$ cat config.mk
export PLATFORM = sky130hd
export DESIGN_NAME = al_accel_pool_line_buf
export DESIGN_NICKNAME = d
export VERILOG_FILES = /design/src/rtl/al_accel_pkg.sv /design/src/rtl/al_accel_lb_row_mem.sv /design/src/rtl/al_accel_pool_line_buf.sv
export SDC_FILE = /design/constraint.sdc
export NUM_CORES = 1
export LEC_CHECK = 0
export ABC_AREA = 1
export ABC_CLOCK_PERIOD_IN_PS = 3550
export CORE_ASPECT_RATIO = 1.1
export CORE_MARGIN = 2
export CORE_UTILIZATION = 60
export DETAILED_ROUTE_END_ITERATION = 7
export GPL_TIMING_DRIVEN = 1
export PLACE_DENSITY = 0.82
export SLEW_MARGIN = 25
export SYNTH_ARGS = -nofsm -noshare
export SYNTH_HDL_FRONTEND = slang
export SYNTH_HIERARCHICAL = 1
export SYNTH_SLANG_ARGS = --single-unit
$ cat constraint.sdc
create_clock -name clk -period 3.55 [get_ports clk]
set_clock_uncertainty 0.05 [all_clocks]
set_input_delay 0.355 -clock clk [delete_from_list [all_inputs] [get_ports clk]]
set_output_delay 0.355 -clock clk [all_outputs]
set_load 0.1 [all_outputs]
$ cat src/rtl/al_accel_pkg.sv
// Shared types and constants for the max-pool line-buffer feeder.
// AL_ACCEL_LB_VSTRIDE_EN (optional) enables vertical-stride row skipping.
package al_accel_pkg;

  localparam int PIX_W     = 8;
  localparam int VSTRIDE_W = 2;

  typedef enum logic [2:0] {
    ST_IDLE   = 3'd0,
    ST_PRIME  = 3'd1,
    ST_STREAM = 3'd2,
    ST_DRAIN  = 3'd3,
    ST_DONE   = 3'd4
  } lb_state_e;

endpackage

$ cat src/rtl/al_accel_lb_row_mem.sv
// One row of pixel storage: synchronous write, combinational read at the same address.
module al_accel_lb_row_mem
  import al_accel_pkg::*;
#(
  parameter int DEPTH = 64,
  parameter int AW    = $clog2(DEPTH)
) (
  input  logic             clk_i,
  input  logic             we_i,
  input  logic [AW-1:0]    addr_i,
  input  logic [PIX_W-1:0] wdata_i,
  output logic [PIX_W-1:0] rdata_o
);

  logic [PIX_W-1:0] mem_q [DEPTH];

  always_ff @(posedge clk_i) begin
    if (we_i) mem_q[addr_i] <= wdata_i;
  end

  assign rdata_o = mem_q[addr_i];

endmodule

$ cat src/rtl/al_accel_pool_line_buf.sv
// Raster pixel stream to 3-row column converter feeding the 3x3 max-pool unit.
// Optional macro AL_ACCEL_LB_VSTRIDE_EN adds cfg_vstride row skipping.
module al_accel_pool_line_buf
  import al_accel_pkg::*;
#(
  parameter int MAX_WIDTH  = 64,
  parameter int MAX_HEIGHT = 64,
  parameter int XW         = $clog2(MAX_WIDTH + 1),
  parameter int YW         = $clog2(MAX_HEIGHT + 1)
) (
  input  logic                 clk,
  input  logic                 rst,
  input  logic                 cfg_start,
  input  logic [XW-1:0]        cfg_width,
  input  logic [YW-1:0]        cfg_height,
`ifdef AL_ACCEL_LB_VSTRIDE_EN
  input  logic [VSTRIDE_W-1:0] cfg_vstride,
`endif
  output logic                 cfg_err,
  output logic                 busy,
  output logic                 frame_done,
  input  logic                 px_valid,
  output logic                 px_ready,
  input  logic [PIX_W-1:0]     px_data,
  output logic                 out_valid,
  input  logic                 out_ready,
  output logic [PIX_W-1:0]     out_d0,
  output logic [PIX_W-1:0]     out_d1,
  output logic [PIX_W-1:0]     out_d2,
  output logic                 out_sol,
  output logic                 out_eol,
  output logic                 out_eof,
  output logic [2:0]           dbg_state
);

  // Handshakes: a transfer happens on a rising edge where valid & ready are both
  // high; valid never depends on ready, and a held column stays stable until taken.
  localparam int LBAW = $clog2(MAX_WIDTH);

  lb_state_e        state_q, state_d;
  logic [XW-1:0]    x_q, x_d, width_q, width_d;
  logic [YW-1:0]    y_q, y_d, height_q, height_d;
  logic             out_valid_q, out_valid_d;
  logic [PIX_W-1:0] d0_q, d0_d, d1_q, d1_d, d2_q, d2_d;
  logic             sol_q, sol_d, eol_q, eol_d, eof_q, eof_d;
  logic             cfg_err_q, cfg_err_d;
  logic [PIX_W-1:0] lb0_rd, lb1_rd;
  logic             dims_ok, cfg_ok, last_x, last_y, emit_row, last_emit_row;
  logic             accept, load, out_fire;

  assign dims_ok = (cfg_width >= XW'(3)) && (cfg_width <= XW'(MAX_WIDTH)) &&
                   (cfg_height >= YW'(3)) && (cfg_height <= YW'(MAX_HEIGHT));
  assign last_x  = (x_q == width_q - XW'(1));
  assign last_y  = (y_q == height_q - YW'(1));

`ifdef AL_ACCEL_LB_VSTRIDE_EN
  logic [VSTRIDE_W-1:0] vs_q, vs_d, ph_q, ph_d;
  // ph_q counts rows since the last emitting row; a row emits when it wraps to 0.
  assign emit_row      = (ph_q == '0);
  assign last_emit_row = ({1'b0, y_q} + (YW+1)'(vs_q)) >= {1'b0, height_q};
  assign cfg_ok        = dims_ok && (cfg_vstride != '0);
`else
  assign emit_row      = 1'b1;
  assign last_emit_row = last_y;
  assign cfg_ok        = dims_ok;
`endif

  always_comb begin
    px_ready = 1'b0;
    case (state_q)
      ST_PRIME:  px_ready = 1'b1;
      ST_STREAM: px_ready = emit_row ? (~out_valid_q | out_ready) : 1'b1;
      default:   px_ready = 1'b0;
    endcase
  end

  assign accept   = px_valid & px_ready;
  assign load     = accept & (state_q == ST_STREAM) & emit_row;
  assign out_fire = out_valid_q & out_ready;

  al_accel_lb_row_mem #(.DEPTH(MAX_WIDTH)) u_lb0 (
    .clk_i   (clk),
    .we_i    (accept),
    .addr_i  (x_q[LBAW-1:0]),
    .wdata_i (px_data),
    .rdata_o (lb0_rd)
  );

  al_accel_lb_row_mem #(.DEPTH(MAX_WIDTH)) u_lb1 (
    .clk_i   (clk),
    .we_i    (accept),
    .addr_i  (x_q[LBAW-1:0]),
    .wdata_i (lb0_rd),
    .rdata_o (lb1_rd)
  );

  always_comb begin
    state_d     = state_q;
    x_d         = x_q;
    y_d         = y_q;
    width_d     = width_q;
    height_d    = height_q;
    out_valid_d = out_valid_q;
    d0_d        = d0_q;
    d1_d        = d1_q;
    d2_d        = d2_q;
    sol_d       = sol_q;
    eol_d       = eol_q;
    eof_d       = eof_q;
    cfg_err_d   = 1'b0;
`ifdef AL_ACCEL_LB_VSTRIDE_EN
    vs_d        = vs_q;
    ph_d        = ph_q;
`endif

    if (load) begin
      out_valid_d = 1'b1;
      d0_d        = lb1_rd;
      d1_d        = lb0_rd;
      d2_d        = px_data;
      sol_d       = (x_q == '0);
      eol_d       = last_x;
      eof_d       = last_x & last_emit_row;
    end else if (out_fire) begin
      out_valid_d = 1'b0;
    end

    case (state_q)
      ST_IDLE: begin
        if (cfg_start) begin
          if (cfg_ok) begin
            state_d  = ST_PRIME;
            width_d  = cfg_width;
            height_d = cfg_height;
            x_d      = '0;
            y_d      = '0;
`ifdef AL_ACCEL_LB_VSTRIDE_EN
            vs_d     = cfg_vstride;
            ph_d     = '0;
`endif
          end else begin
            cfg_err_d = 1'b1;
          end
        end
      end
      ST_PRIME: begin
        if (accept) begin
          if (last_x) begin
            x_d = '0;
            y_d = y_q + YW'(1);
            if (y_q == YW'(1)) state_d = ST_STREAM;
          end else begin
            x_d = x_q + XW'(1);
          end
        end
      end
      ST_STREAM: begin
        if (accept) begin
          if (last_x && last_y) begin
            // A frame ending on a non-emitting row may have nothing left to drain.
            state_d = out_valid_d ? ST_DRAIN : ST_DONE;
          end else if (last_x) begin
            x_d = '0;
            y_d = y_q + YW'(1);
`ifdef AL_ACCEL_LB_VSTRIDE_EN
            ph_d = (ph_q == vs_q - VSTRIDE_W'(1)) ? '0 : ph_q + VSTRIDE_W'(1);
`endif
          end else begin
            x_d = x_q + XW'(1);
          end
        end
      end
      ST_DRAIN: begin
        if (!out_valid_q || out_fire) state_d = ST_DONE;
      end
      ST_DONE:  state_d = ST_IDLE;
      default:  state_d = ST_IDLE;
    endcase
  end

  always_ff @(posedge clk or posedge rst) begin
    if (rst) begin
      state_q     <= ST_IDLE;
      x_q         <= '0;
      y_q         <= '0;
      width_q     <= '0;
      height_q    <= '0;
      out_valid_q <= 1'b0;
      d0_q        <= '0;
      d1_q        <= '0;
      d2_q        <= '0;
      sol_q       <= 1'b0;
      eol_q       <= 1'b0;
      eof_q       <= 1'b0;
      cfg_err_q   <= 1'b0;
`ifdef AL_ACCEL_LB_VSTRIDE_EN
      vs_q        <= '0;
      ph_q        <= '0;
`endif
    end else begin
      state_q     <= state_d;
      x_q         <= x_d;
      y_q         <= y_d;
      width_q     <= width_d;
      height_q    <= height_d;
      out_valid_q <= out_valid_d;
      d0_q        <= d0_d;
      d1_q        <= d1_d;
      d2_q        <= d2_d;
      sol_q       <= sol_d;
      eol_q       <= eol_d;
      eof_q       <= eof_d;
      cfg_err_q   <= cfg_err_d;
`ifdef AL_ACCEL_LB_VSTRIDE_EN
      vs_q        <= vs_d;
      ph_q        <= ph_d;
`endif
    end
  end

  assign cfg_err    = cfg_err_q;
  assign busy       = (state_q != ST_IDLE);
  assign frame_done = (state_q == ST_DONE);
  assign out_valid  = out_valid_q;
  assign out_d0     = d0_q;
  assign out_d1     = d1_q;
  assign out_d2     = d2_q;
  assign out_sol    = sol_q;
  assign out_eol    = eol_q;
  assign out_eof    = eof_q;
  assign dbg_state  = state_q;

endmodule

==> results.md <==
- Status: completed
- CTS root buf: clkbuf_16
- Initial Util: 0.603
- Gate Count Post-Synth: between 4000 and 5000
- Final period util: 0.918
- Drt initial violations: a little under 4000
- Most used cell along the critical path: inv_1
- Final Hold Vio Count: 0
- Min-Delay Path Class: primary input to asynchronous set/reset pin
- R2R setup slack: around 0.29 ns
- Synthesized Nets: slightly below 5000
- Vias per cell: roughly 5.6
- XOR/XNOR share of the synthesized area: 0.00259
- P_int: 25.4 mW
- Reg-to-Reg End: u_lb0/mem_q[29][0]
- Unrepaired setup endpoints after global routing: no
- Worst Setup End Kind: register
- Post-Synth Simple-Gate Area: 0.272
- GR Overflow Total: 0
- Comb pwr share: 0.321
- Vias: between 30000 and 40000
- Hold slack: between 0.06 and 0.07 ns
- Sw Ratio: 0.368
- CTS tree: built
- Minimum clock period: 3.26 ns
- Mean Syn Cell Area: between 9 and 10 sq um
- CP max stage delay: about 0.73 ns
- Startpoint Class: register
- Post-synthesis mux area share: 0.000476
- Crit path to: u_lb0/mem_q[29][0]
- CP Max Fanout: 11
- Clk pwr share: 0.277
- Yosys warns: 6
- CP max stage cell: nor2_1
- Die footprint: a little over 80000 sq um
- CTS Sinks: about 1100
- GRT Util Overall: 0.286
- Max Buffers Root-to-Sink: 3
- Slew Viols, Final: 0
- Worst slew pin tran: between 1 and 1.5 ns
- Vias in the first global route: approximately 33000
- Global placement routability congestion: between 0.9 and 1
- DRT Pass-1 Iters: 6
- Placed Instances: between 5000 and 6000
- Seq cells post-synth: around 1100
- Clock-pin slew on the worst setup and hold paths: ~0.060 ns
- DR WL/cell: roughly 19 um
- Finished Layout Cells: between 6000 and 7000
- Initial antenna violation count: 0
- R2R Path Start: dbg_state[2]
- Fillcell total: 5295
- Dpl hpwl: 69.4 mm
- Area share of fa/ha/maj cells after synthesis: 0.00159
- Layout Utilization: 0.676
- Critical path class: register to register
- DRC errors left: 0
- Share of layout cells above drive strength 1: 0.0872
- Sequential element share of the synthesized area: 0.682
- Clk_lat worst skew: ~0.69 ns
- Worst r2r path cells: 8
- Synth Area in Compound Gates: 0.00664
- Boundary Pins: 62
- Count of cell types in the netlist: 42
- Netlist Area Pre-Place: between 40000 and 50000 sq um
- CP startpoint: dbg_state[2]
- Max-Cap Viols: 0
- Total CTS buffers: 104
- I/O Buffers: 61
- Setup violators final: 0
- Std-Cell Rows: ~110
- Largest net degree at the start of global routing: ~150
- Largest family of logic cells by synthesized area: simple AND/OR/NAND/NOR gates
- Die H: around 300 um
- Core footprint: roughly 80000 sq um
- WP data arrival: between 3 and 4 ns
- Synthesis-to-layout area growth: 12.2%
- VDD IR max: between 0.6 and 0.7 mV
- First-pass GRT wire length: around 180 mm
- Reg power frac: 0.402
- WP data required: 3.80 ns
- Worst path depth: 8
- Post-route ant nets: 0
- Pwr/cell area: 757 nW/um^2
- CP Cell Sequence: inv_1 -> nand3_4 -> o21ai_4 -> nand2_4 -> inv_1 -> buf_4 -> nand3_1 -> nor2_1
- Critical path's top delay family: simple AND/OR/NAND/NOR gates
- H-tree lvl count: 3
- Final wirelength: between 100 and 150 mm
- CP bufs+invs: 3
- P_leak: 22.4 nW
- Final nets: ~5000
- F_max: about 310 MHz
- Slew margin rel.: 0.274
- Sw Pwr: around 15 mW
- Die width: around 270 um
-- sequential cells by signal, summed over array words and instances, names as in the netlist --
name,flops
cfg_err,1
height_q,7
out_eof,1
x_q,7
out_d2,8
y_q,7
out_d1,8
width_q,7
out_d0,8
out_valid,1
u_lb1/mem_q,512
dbg_state,3
out_eol,1
out_sol,1
u_lb0/mem_q,512
-- timing repair --
item                                    4_1_cts  5_1_grt
endpoints found under the setup margin        0        0
hold buffers                                  1        0
resized for setup                             0        0
endpoints found under the hold margin         8        0
buffers inserted                              0        0
-- worst min-delay path by stage --
| stage | from | to | slack [ns] |
|---|---|---|---|
| 3_5_place_dp | out_d2[5] | out_d2[5] | 0.41 |
| 2_1_floorplan | height_q[1] | height_q[1] | 0.40 |
| 5_1_grt | rst | x_q[1] | 0.12 |
| 3_3_place_gp | out_d2[2] | out_d2[2] | 0.40 |
| 6_report | rst | y_q[4] | 0.06 |
| 4_1_cts | rst | out_d0[6] | 0.08 |
-- metal layers --
layer,GRT usage,wire length [um]
met5,0,0
met2,0.494,58000
met4,0.160,6590
met3,0.0487,10100
met1,0.343,41500
-- cells by family (layout without fill, tap and decap cells) --
family	count (synthesis)	count (layout)
XOR/XNOR	14	14
adder cells (fa/ha/maj)	6	6
other	0	2
AND/OR/NAND/NOR	3301	3301
AO/OA/AOI/OAI	50	50
buffers and inverters	326	555
multiplexers	2	2
flip-flops	1084	1084
-- through the flow --
| step | power (mW) | area [sq um] | TNS [ns] | setup slack (ns) |
|---|---|---|---|---|
| 6_report | 40.2 | 53100 | 0 | 0.290 |
| 5_1_grt | 41.9 | 53100 | 0 | 0.204 |
| 4_1_cts | 40.1 | 53100 | 0 | 0.395 |
| 3_5_place_dp | 29.0 | 49600 | 0 | 0.300 |
| 3_3_place_gp | 28.7 | 49600 | 0 | 0.349 |
| 2_1_floorplan | 25.0 | 47300 | -7.18 | -0.224 |
-- power by group through the flow --
stage / sequential (mW) / combinational [mW] / clock (mW)
after floorplan: 17.4 / 7.64 / 0
after global placement: 16.4 / 12.3 / 0
after detailed placement: 16.4 / 12.6 / 0
after CTS: 16.1 / 12.8 / 11.2
after global routing: 16.2 / 14.1 / 11.7
final: 16.1 / 12.9 / 11.1
-- worst reg2reg max path: stages, from the launching register on --
cell	delay, ns
dfrtp_1	0.42
inv_1	0.17
nand3_4	0.14
o21ai_4	0.17
nand2_4	0.09
inv_1	0.48
buf_4	0.25
nand3_1	0.39
nor2_1	0.74
-- cell usage after synthesis --
library cell,instances,area (sq um)
xnor2_1,8,70.1
mux2_2,2,22.5
nand3_4,4,70.1
inv_1,89,334
o21ai_2,1,8.76
or2_1,6,37.5
a21oi_1,10,50.1
or2_2,6,37.5
buf_2,109,546
o21ai_4,1,16.3
ha_1,6,75.1
buf_6,31,349
nor3_2,16,160
a21oi_4,1,16.3
nor4_1,6,37.5
nand2_1,2943,11000
buf_8,1,15.0
buf_1,8,30.0
nand3_1,47,235
nor2_8,1,20.0
nor2_4,4,45.0
nor2_2,7,43.8
o21ai_0,11,55.1
nor2_1,214,803
dfrtp_1,60,1500
nand2_2,4,25.0
o211ai_1,10,75.1
inv_4,1,6.26
nand3_2,3,30.0
nor3b_1,1,7.51
clkinv_1,3,11.3
o21ai_1,14,70.1
nor3_1,11,55.1
buf_4,16,120
nand2_4,6,67.6
clkbuf_1,51,191
a31oi_1,1,6.26
nand4_1,22,138
inv_2,17,63.8
edfxtp_1,1024,30700
o41ai_2,1,16.3
xor2_1,6,52.6
-- area by class of cell --
class	instances	area, sq um	area share
Sequential cell	1084	32300	0.608
Timing Repair Buffer	248	2210	0.0416
Clock inverter	60	647	0.0122
Inverter	110	428	0.00806
Tap cell	1045	1310	0.0246
Multi-Input combinational cell	3373	13400	0.253
Clock buffer	137	2790	0.0525
Antenna cell	2	5.00	0.0000943
-- placed cells by master, fill, tap and decap left out, types with 22 or more instances in the layout --
cell type / synthesis / final
nand2_1: 2943 / 2935
edfxtp_1: 1024 / 1024
nor2_1: 214 / 214
buf_4: 16 / 169
clkbuf_16: 0 / 105
inv_1: 89 / 88
dfrtp_1: 60 / 57
clkdlybuf4s50_1: 0 / 51
nand3_1: 47 / 47
clkbuf_1: 51 / 28
clkinv_2: 0 / 23
nand4_1: 22 / 22
Note: power is estimated with default switching activity, not from simulation.
